--- src/rtl/calc_disp_pkg.sv ---
// Shared opcode, FSM state and seven-segment constants for the calculator display bank.
package calc_disp_pkg;

  typedef enum logic [1:0] {
    OP_WRITE = 2'd0,
    OP_SHIFT = 2'd1,
    OP_BKSP  = 2'd2,
    OP_CLEAR = 2'd3
  } op_t;

  localparam logic [0:0] ST_IDLE  = 1'b0;
  localparam logic [0:0] ST_CLEAR = 1'b1;

  // Segment patterns g..a (bit0 = a), entry k lights digit k.
  localparam logic [9:0][6:0] SEG_TABLE = {
    7'h6F, 7'h7F, 7'h07, 7'h7D, 7'h6D,
    7'h66, 7'h4F, 7'h5B, 7'h06, 7'h3F
  };

  localparam logic [6:0] SEG_BLANK = 7'h00;

endpackage

--- src/rtl/seg7_decode.sv ---
// BCD to active-high seven-segment decoder; codes above 9 render blank.
module seg7_decode
  import calc_disp_pkg::*;
(
  input  logic [3:0] bcd,
  output logic [6:0] seg
);

  always_comb begin
    seg = SEG_BLANK;
    if (bcd <= 4'd9) seg = SEG_TABLE[bcd];
  end

endmodule

--- src/rtl/calc_display_bank.sv ---
// Calculator digit register bank with per-digit seven-segment outputs.
// Define CALC_LZB_EN to blank digits at or above the entered count (digit 0 always shown).
module calc_display_bank
  import calc_disp_pkg::*;
#(
  parameter  int N_DIGITS = 8,
  localparam int POS_W    = $clog2(N_DIGITS)
) (
  input  logic                     clock,
  input  logic                     reset,
  input  logic                     cmd_valid,
  output logic                     cmd_ready,
  input  logic [1:0]               cmd_op,
  input  logic [3:0]               dig,
  input  logic [POS_W-1:0]         pos,
  output logic [N_DIGITS-1:0][6:0] displays,
  output logic [POS_W:0]           count,
  output logic                     ovf,
  output logic                     err
);

  localparam logic [POS_W:0]   N_CNT    = (POS_W+1)'(N_DIGITS);
  localparam logic [POS_W-1:0] LAST_IDX = POS_W'(N_DIGITS - 1);

  logic [N_DIGITS-1:0][3:0] data;
  logic [0:0]               state;
  logic [POS_W-1:0]         clr_idx;
  op_t                      op;
  logic                     accept;
  logic                     bad;
  logic [POS_W:0]           wr_cnt;

  assign op        = op_t'(cmd_op);
  assign cmd_ready = (state == ST_IDLE);
  assign accept    = cmd_valid && cmd_ready;
  assign wr_cnt    = {1'b0, pos} + 1'b1;

  always_comb begin
    bad = 1'b0;
    if ((op == OP_WRITE || op == OP_SHIFT) && dig > 4'd9) bad = 1'b1;
    if (op == OP_WRITE && {1'b0, pos} >= N_CNT) bad = 1'b1;
  end

  always_ff @(posedge clock) begin
    if (reset) begin
      state   <= ST_IDLE;
      clr_idx <= '0;
      count   <= '0;
      ovf     <= 1'b0;
      err     <= 1'b0;
      data    <= '0;
    end else begin
      err <= accept && bad;
      // Clearing walks one digit per cycle; commands are held off meanwhile.
      if (state == ST_CLEAR) begin
        data[clr_idx] <= 4'd0;
        if (clr_idx == LAST_IDX) begin
          state   <= ST_IDLE;
          clr_idx <= '0;
        end else begin
          clr_idx <= clr_idx + 1'b1;
        end
      end else if (accept && !bad) begin
        case (op)
          OP_WRITE: begin
            data[pos] <= dig;
            if (wr_cnt > count) count <= wr_cnt;
          end
          OP_SHIFT: begin
            for (int i = N_DIGITS - 1; i >= 1; i--) data[i] <= data[i-1];
            data[0] <= dig;
            if (count == N_CNT) ovf <= 1'b1;
            else count <= count + 1'b1;
          end
          OP_BKSP: begin
            if (count != '0) begin
              for (int i = 0; i < N_DIGITS - 1; i++) data[i] <= data[i+1];
              data[N_DIGITS-1] <= 4'd0;
              count <= count - 1'b1;
            end
          end
          default: begin
            state   <= ST_CLEAR;
            clr_idx <= '0;
            count   <= '0;
            ovf     <= 1'b0;
          end
        endcase
      end
    end
  end

  for (genvar g = 0; g < N_DIGITS; g++) begin : g_dig
    logic [6:0] seg;
    seg7_decode u_dec (.bcd(data[g]), .seg(seg));
`ifdef CALC_LZB_EN
    if (g == 0) begin : g_lsd
      assign displays[g] = seg;
    end else begin : g_upper
      assign displays[g] = (count > (POS_W+1)'(g)) ? seg : SEG_BLANK;
    end
`else
    assign displays[g] = seg;
`endif
  end

endmodule

--- config.mk ---
export PLATFORM = sky130hd
export DESIGN_NAME = calc_display_bank
export DESIGN_NICKNAME = d
export VERILOG_FILES = /design/src/rtl/calc_disp_pkg.sv /design/src/rtl/seg7_decode.sv /design/src/rtl/calc_display_bank.sv
export SDC_FILE = /design/constraint.sdc
export NUM_CORES = 1
export LEC_CHECK = 0
export ABC_AREA = 1
export CORE_UTILIZATION = 30
export CTS_CLUSTER_DIAMETER = 100
export CTS_CLUSTER_SIZE = 24
export DETAILED_ROUTE_END_ITERATION = 10
export GPL_TIMING_DRIVEN = 0
export SKIP_CTS_REPAIR_TIMING = 1
export SLEW_MARGIN = 10
export SYNTH_ARGS = -nofsm -noshare
export SYNTH_HDL_FRONTEND = slang
export SYNTH_SLANG_ARGS = --single-unit
--- constraint.sdc ---
create_clock -name clock -period 2.3 [get_ports clock]
set_clock_uncertainty 0.05 [all_clocks]
set_input_delay 0.46 -clock clock [delete_from_list [all_inputs] [get_ports clock]]
set_output_delay 0.46 -clock clock [all_outputs]
set_load 0.02 [all_outputs]
* Word-level counts from Yosys, hierarchy flattened
Memory sizes are Yosys's and may differ from the RTL's. A register that Yosys moved wholly into a read port is not among the register bits.
Index checks and enable logic that the tools add are counted.
Widths: inputs -> output; s select.
** Operators by class
- Add/sub/neg operators :: 4
- Magnitude comparators :: 22
- Equality and inequality tests :: 10
- Multiplexer cells :: 56
- Bitwise gates (word level) :: 4
- Reductions and logical operators :: 18
** Operators with widths (count)
- $mux 7 :: 16
- $mux 32 :: 3
- $pmux 32 s3 :: 1
- $mux 4 :: 21
- $lt 4x5->1 const B :: 8
- $and 32x32->32 :: 1
- $bwmux 32 :: 1
- $le 4x4->1 const B :: 8
- $not 32->32 :: 1
- $demux 4 s3 :: 2
- $mux 3 :: 4
- $pmux 4 s3 :: 1
- $lt 3x4->1 const B :: 2
- $reduce_bool 4->1 :: 2
- $ge 3x1->1 const B :: 2
- $logic_and 1x1->1 :: 6
- $mux 1 :: 6
- $ne 2x1->1 const B :: 3
- $reduce_and 5->1 :: 1
- $add 3x1->4 const B :: 1
- $add 4x1->4 const B :: 1
- $eq 4x4->1 const B :: 1
- $gt 4x4->1 :: 1
- $gt 4x4->1 const B :: 1
- 18 further kinds :: 20
** Word-level totals
- Register bits after elaboration :: 42
- Bits in read-only memories :: 896
- Input bits :: 12
- Output and inout bits :: 63
- Word-level logic and storage cells :: 135
- Memories :: 8
** Memory list
- (no name shown) :: depth 16, bits a word 7, read ports 1, clocked after Yosys merged registers in 1, write ports 0, line seg7_decode.sv:11 : if (bcd <= 4'd9) seg = SEG_TABLE[bcd];
- (no name shown) :: depth 16, bits a word 7, read ports 1, clocked after Yosys merged registers in 1, write ports 0, line seg7_decode.sv:11
- (no name shown) :: depth 16, bits a word 7, read ports 1, clocked after Yosys merged registers in 1, write ports 0, line seg7_decode.sv:11
- (no name shown) :: depth 16, bits a word 7, read ports 1, clocked after Yosys merged registers in 1, write ports 0, line seg7_decode.sv:11
- (no name shown) :: depth 16, bits a word 7, read ports 1, clocked after Yosys merged registers in 1, write ports 0, line seg7_decode.sv:11
- (no name shown) :: depth 16, bits a word 7, read ports 1, clocked after Yosys merged registers in 1, write ports 0, line seg7_decode.sv:11
- 2 more memories

* Longest topological paths before layout
Gate-level depths: netlist of run 1.
- Depth after elaboration :: 10
- Gate-level depth with buffers :: 19
- Depth with buffers taken out :: 17

* Cells and area by module
A second synthesis of run 1 with hierarchy kept.
** Unflattened totals
- Cells, all modules :: 939
- Area total of the unflattened synthesis :: 5347.6 µm²
** Modules (own cells, without submodules)
- calc_display_bank :: times used 1, cells an instance 566, area an instance 3300.7 µm², seq. area each 840.8 µm²
- seg7_decode (g_dig[0].u_dec ...) :: times used 5, cells an instance 47, area an instance 261.5 µm², seq. area each 0.0 µm²
- seg7_decode (g_dig[5].u_dec ...) :: times used 3, cells an instance 46, area an instance 246.5 µm², seq. area each 0.0 µm²

* Worst setup path before layout of run 1
OpenSTA, ideal clock, no wires.
- Path kind :: input -> register
- From :: in cmd_op[0]
- To :: reg (tool-made name)
- Library setup time :: 120 ps
- Arrival time :: 2324 ps
- Required time :: 2130 ps
- Setup slack :: -194 ps
- Cell stages on the path :: 16
- Path through :: inv_1 > ha_1 > buf_4 > inv_2 > nand2_1 > nand2_2 > inv_1 > nand2_2 > nand2_4 > buf_6 > o211ai_2 > inv_1 > ha_1 > inv_1 > nand3_1 > nand3_1
** RTL lines
- start: declaration :: line calc_display_bank.sv:13 : input logic [1:0] cmd_op,

==> results_dict.tcl, run 1 <==
set metrics [dict create \
    reg2regPathDepth 15 \
    die_w_um 151 \
    worst-path-buf-inv 7 \
    initial_core_util_pct 30.6 \
    power_density_mw_per_mm2 603 \
    wl_per_cell_um 15.2 \
    cts_max_path_buffers 2 \
    final_cells 1443 \
    rows 54 \
    status "completed" \
    mostFrequentLayoutCells "nand2_1, inv_1, nand3_1, nor2_1, dfxtp_1" \
    path_clk_slew_ns 0.07 \
    report.final.slew_viol_count 0 \
    synthArstFlopShare_pct 0 \
    ys.flop_type "dfxtp_1" \
    drtAntennaViolNets 0 \
    maxSlewHeadroom_pct 54.2 \
    max_stage_delay_ns 0.30 \
    worst_pin_slew_ns 0.687 \
    yosys.area.top_type "dfxtp_1" \
    max_cap_viol_count 0 \
    core_mm2 0.0218 \
    worst_slack_ns 0.0394 \
    p_leak_nw 4.88 \
    first_global_vias 6195 \
    clock-sinks 98 \
    crit_type "in2reg" \
    setup_viol 0 \
    fin_nets 1224 \
    clockRootBuffer "clkbuf_16" \
    yosys-top-cells-area "dfxtp_1, nand2_1, nand3_1" \
    cpLargestDelayFamily "simple AND/OR/NAND/NOR gates" \
    crit_start "cmd_op[1]" \
    path_cells "buf_4, inv_4, ha_4, buf_8, inv_4, nand2_2, nand2_4, inv_2, nand2_4, nand2_8, buf_4, nand2_1, nand2_1, nand2_1, nand2_2, ha_1, inv_1, nand3_1, nand3_1" \
    met2_usage_pct 31.3 \
    drt_first_pass_iters 5 \
    min_period_ns 2.26 \
    busiest_layer "met2" \
    synth_area_mm2 0.00669 \
    place_congestion 0.957 \
    fin_area_mm2 0.00899 \
    wl_um 21900 \
    synth_enable_flop_cells 0 \
    ir_worst_vdd_uv 316 \
    end_kind "register" \
    antennaDiodeCount 0 \
    path_depth 19 \
    clk-insertion-delay-late_ns 0.36 \
    grt_pass1_wl_um 33000 \
    dp_slack_ns -1.01 \
    synth_cell_types 37 \
    hold_depth 2 \
    use_met1_pct 24.7 \
    max_freq_ghz 0.442 \
    grt_max_degree 18 \
    cts_tree "built" \
    rrSetupSlack_ns 0.09 \
    required_ns 2.50 \
    die_area_mm2 0.0229 \
    num_io_pins 75 \
    ff_latch_area_mm2 0.00197 \
    die_y_um 151 \
    grt_overflow 0 \
    synth_seq_area_share_pct 29.3 \
    numCtsBuffers 9 \
    hold_violations 0 \
    area_growth_pct 34.5 \
    grt_use_total_pct 18.9 \
    antenna_found_initial 0 \
    r2r_start "count[0]$_SDFFE_PP0P_" \
    cp.arrival_ns 2.46 \
    hold_class "reg2reg" \
    drc 0 \
    nFillCells 2297 \
    ys_warn_count 0 \
    crit_path_start_kind "primary input" \
    dpl_cell_area_mm2 0.00786 \
    drive_gt1_share_pct 19.1 \
    netlist_instances 1034 \
    rsz0062_at_grt "true" \
    port_buffers 73 \
    vias 6908 \
    avgSynthCellArea_um2 6.47 \
    cts_max_level 3 \
    multiInputGateArea_mm2 0.00420 \
    power.total_mw 5.43 \
    viasPerCell 4.79 \
    synth_nets 1100 \
    cp_max_fo 7 \
    place_inst 1387 \
    period_share_pct 98.3 \
    ys_ff_latch 98 \
    hpwl_um 15800 \
    crit_top_cell "nand2_1" \
    dr.first_iter.drc_count 548 \
    crit_slowest_cell "ha_1" \
    final_core_util_pct 41.2 \
    layout_commonest_cell "nand2_1" \
    use_met3_pct 2.92 \
    synth_top_area_share_pct 29.3 \
]
==> final cells by class <==
type	instances	area share, %
Buffer	33	3.23
Clock buffer	10	2.66
Clock inverter	6	0.529
Inverter	184	7.90
Multi-Input combinational cell	719	46.7
Sequential cell	98	22.0
Tap cell	280	3.89
Timing Repair Buffer	113	13.1
==> worst min-delay path by stage <==
stage | slack [ns] | to | start
after floorplan | 0.44 | clr_idx[0]$_SDFFE_PP0P_ | clr_idx[0]$_SDFFE_PP0P_
final | 0.47 | ovf$_SDFFE_PP0P_ | ovf$_SDFFE_PP0P_
after detailed placement | 0.47 | ovf$_SDFFE_PP0P_ | ovf$_SDFFE_PP0P_
after global placement | 0.45 | ovf$_SDFFE_PP0P_ | ovf$_SDFFE_PP0P_
after global routing | 0.51 | err$_SDFF_PP0_ | dig[3]
after CTS | 0.48 | count[2]$_SDFFE_PP0P_ | count[2]$_SDFFE_PP0P_
==> metrics by stage <==
step	setup TNS [ns]	hold slack, ns
6_report	0	0.471
4_1_cts	-42.69	0.482
5_1_grt	-0.172	0.508
3_3_place_gp	-64.82	0.450
3_5_place_dp	-66.19	0.467
2_1_floorplan	-0.0473	0.439
==> power breakdown <==
part           total [mW]  switching, mW  internal (mW)
logic                1.94           1.16          0.780
clock network        1.50          0.719          0.778
registers            1.99          0.109           1.88
==> kinds of logic after synthesis <==
kind of cell | synth area share (%)
xor gates and xnor gates | 0.393
and+or+nand+nor | 38.0
adders and majority gates | 10.2
DFF | 29.3
buffers and inverters | 13.2
AOI/OAI and AO/OA | 8.92
==> per-layer routing <==
metal  routed length, um  share of wire [%]
met4                 552                2.5
met5                   0                  0
met1                9790                 45
met2               10100                 46
met3                1450                6.6
==> worst register-to-register path, cell delays in order, from the launching register on <==
cell and delay, ns:
dfxtp_2 0.38, nor2_2 0.14, nand3_1 0.15, nand2_4 0.15, inv_2 0.06, nand2_4 0.10, nand2_8 0.09, buf_4 0.16
nand2_1 0.08, nand2_1 0.05, nand2_1 0.09, nand2_2 0.11, ha_1 0.30, inv_1 0.05, nand3_1 0.07, nand3_1 0.08
==> cells in the mapped netlist, drive strengths merged (2+ instances only) <==
master  instances
buf            24
nor3            4
o211ai         11
o21a            2
nand3         152
ha             53
nor2           99
o22ai           2
o21ai          39
nand4           8
inv           184
nand3b         11
clkbuf          9
dfxtp          98
a21oi          54
nand2         278
xnor2           2
Power figures use the tool's default switching activity.
==> run 2, diff against run 1 <==
--- a/config.mk
+++ b/config.mk
@@ -6,6 +6,7 @@
 export NUM_CORES = 1
 export LEC_CHECK = 0
 export ABC_AREA = 1
+export CAP_MARGIN = 20
 export CORE_UTILIZATION = 30
 export CTS_CLUSTER_DIAMETER = 100
 export CTS_CLUSTER_SIZE = 24
==> results of run 2 <==
The final DEF is identical to that of run 1; final timing and power are the same.
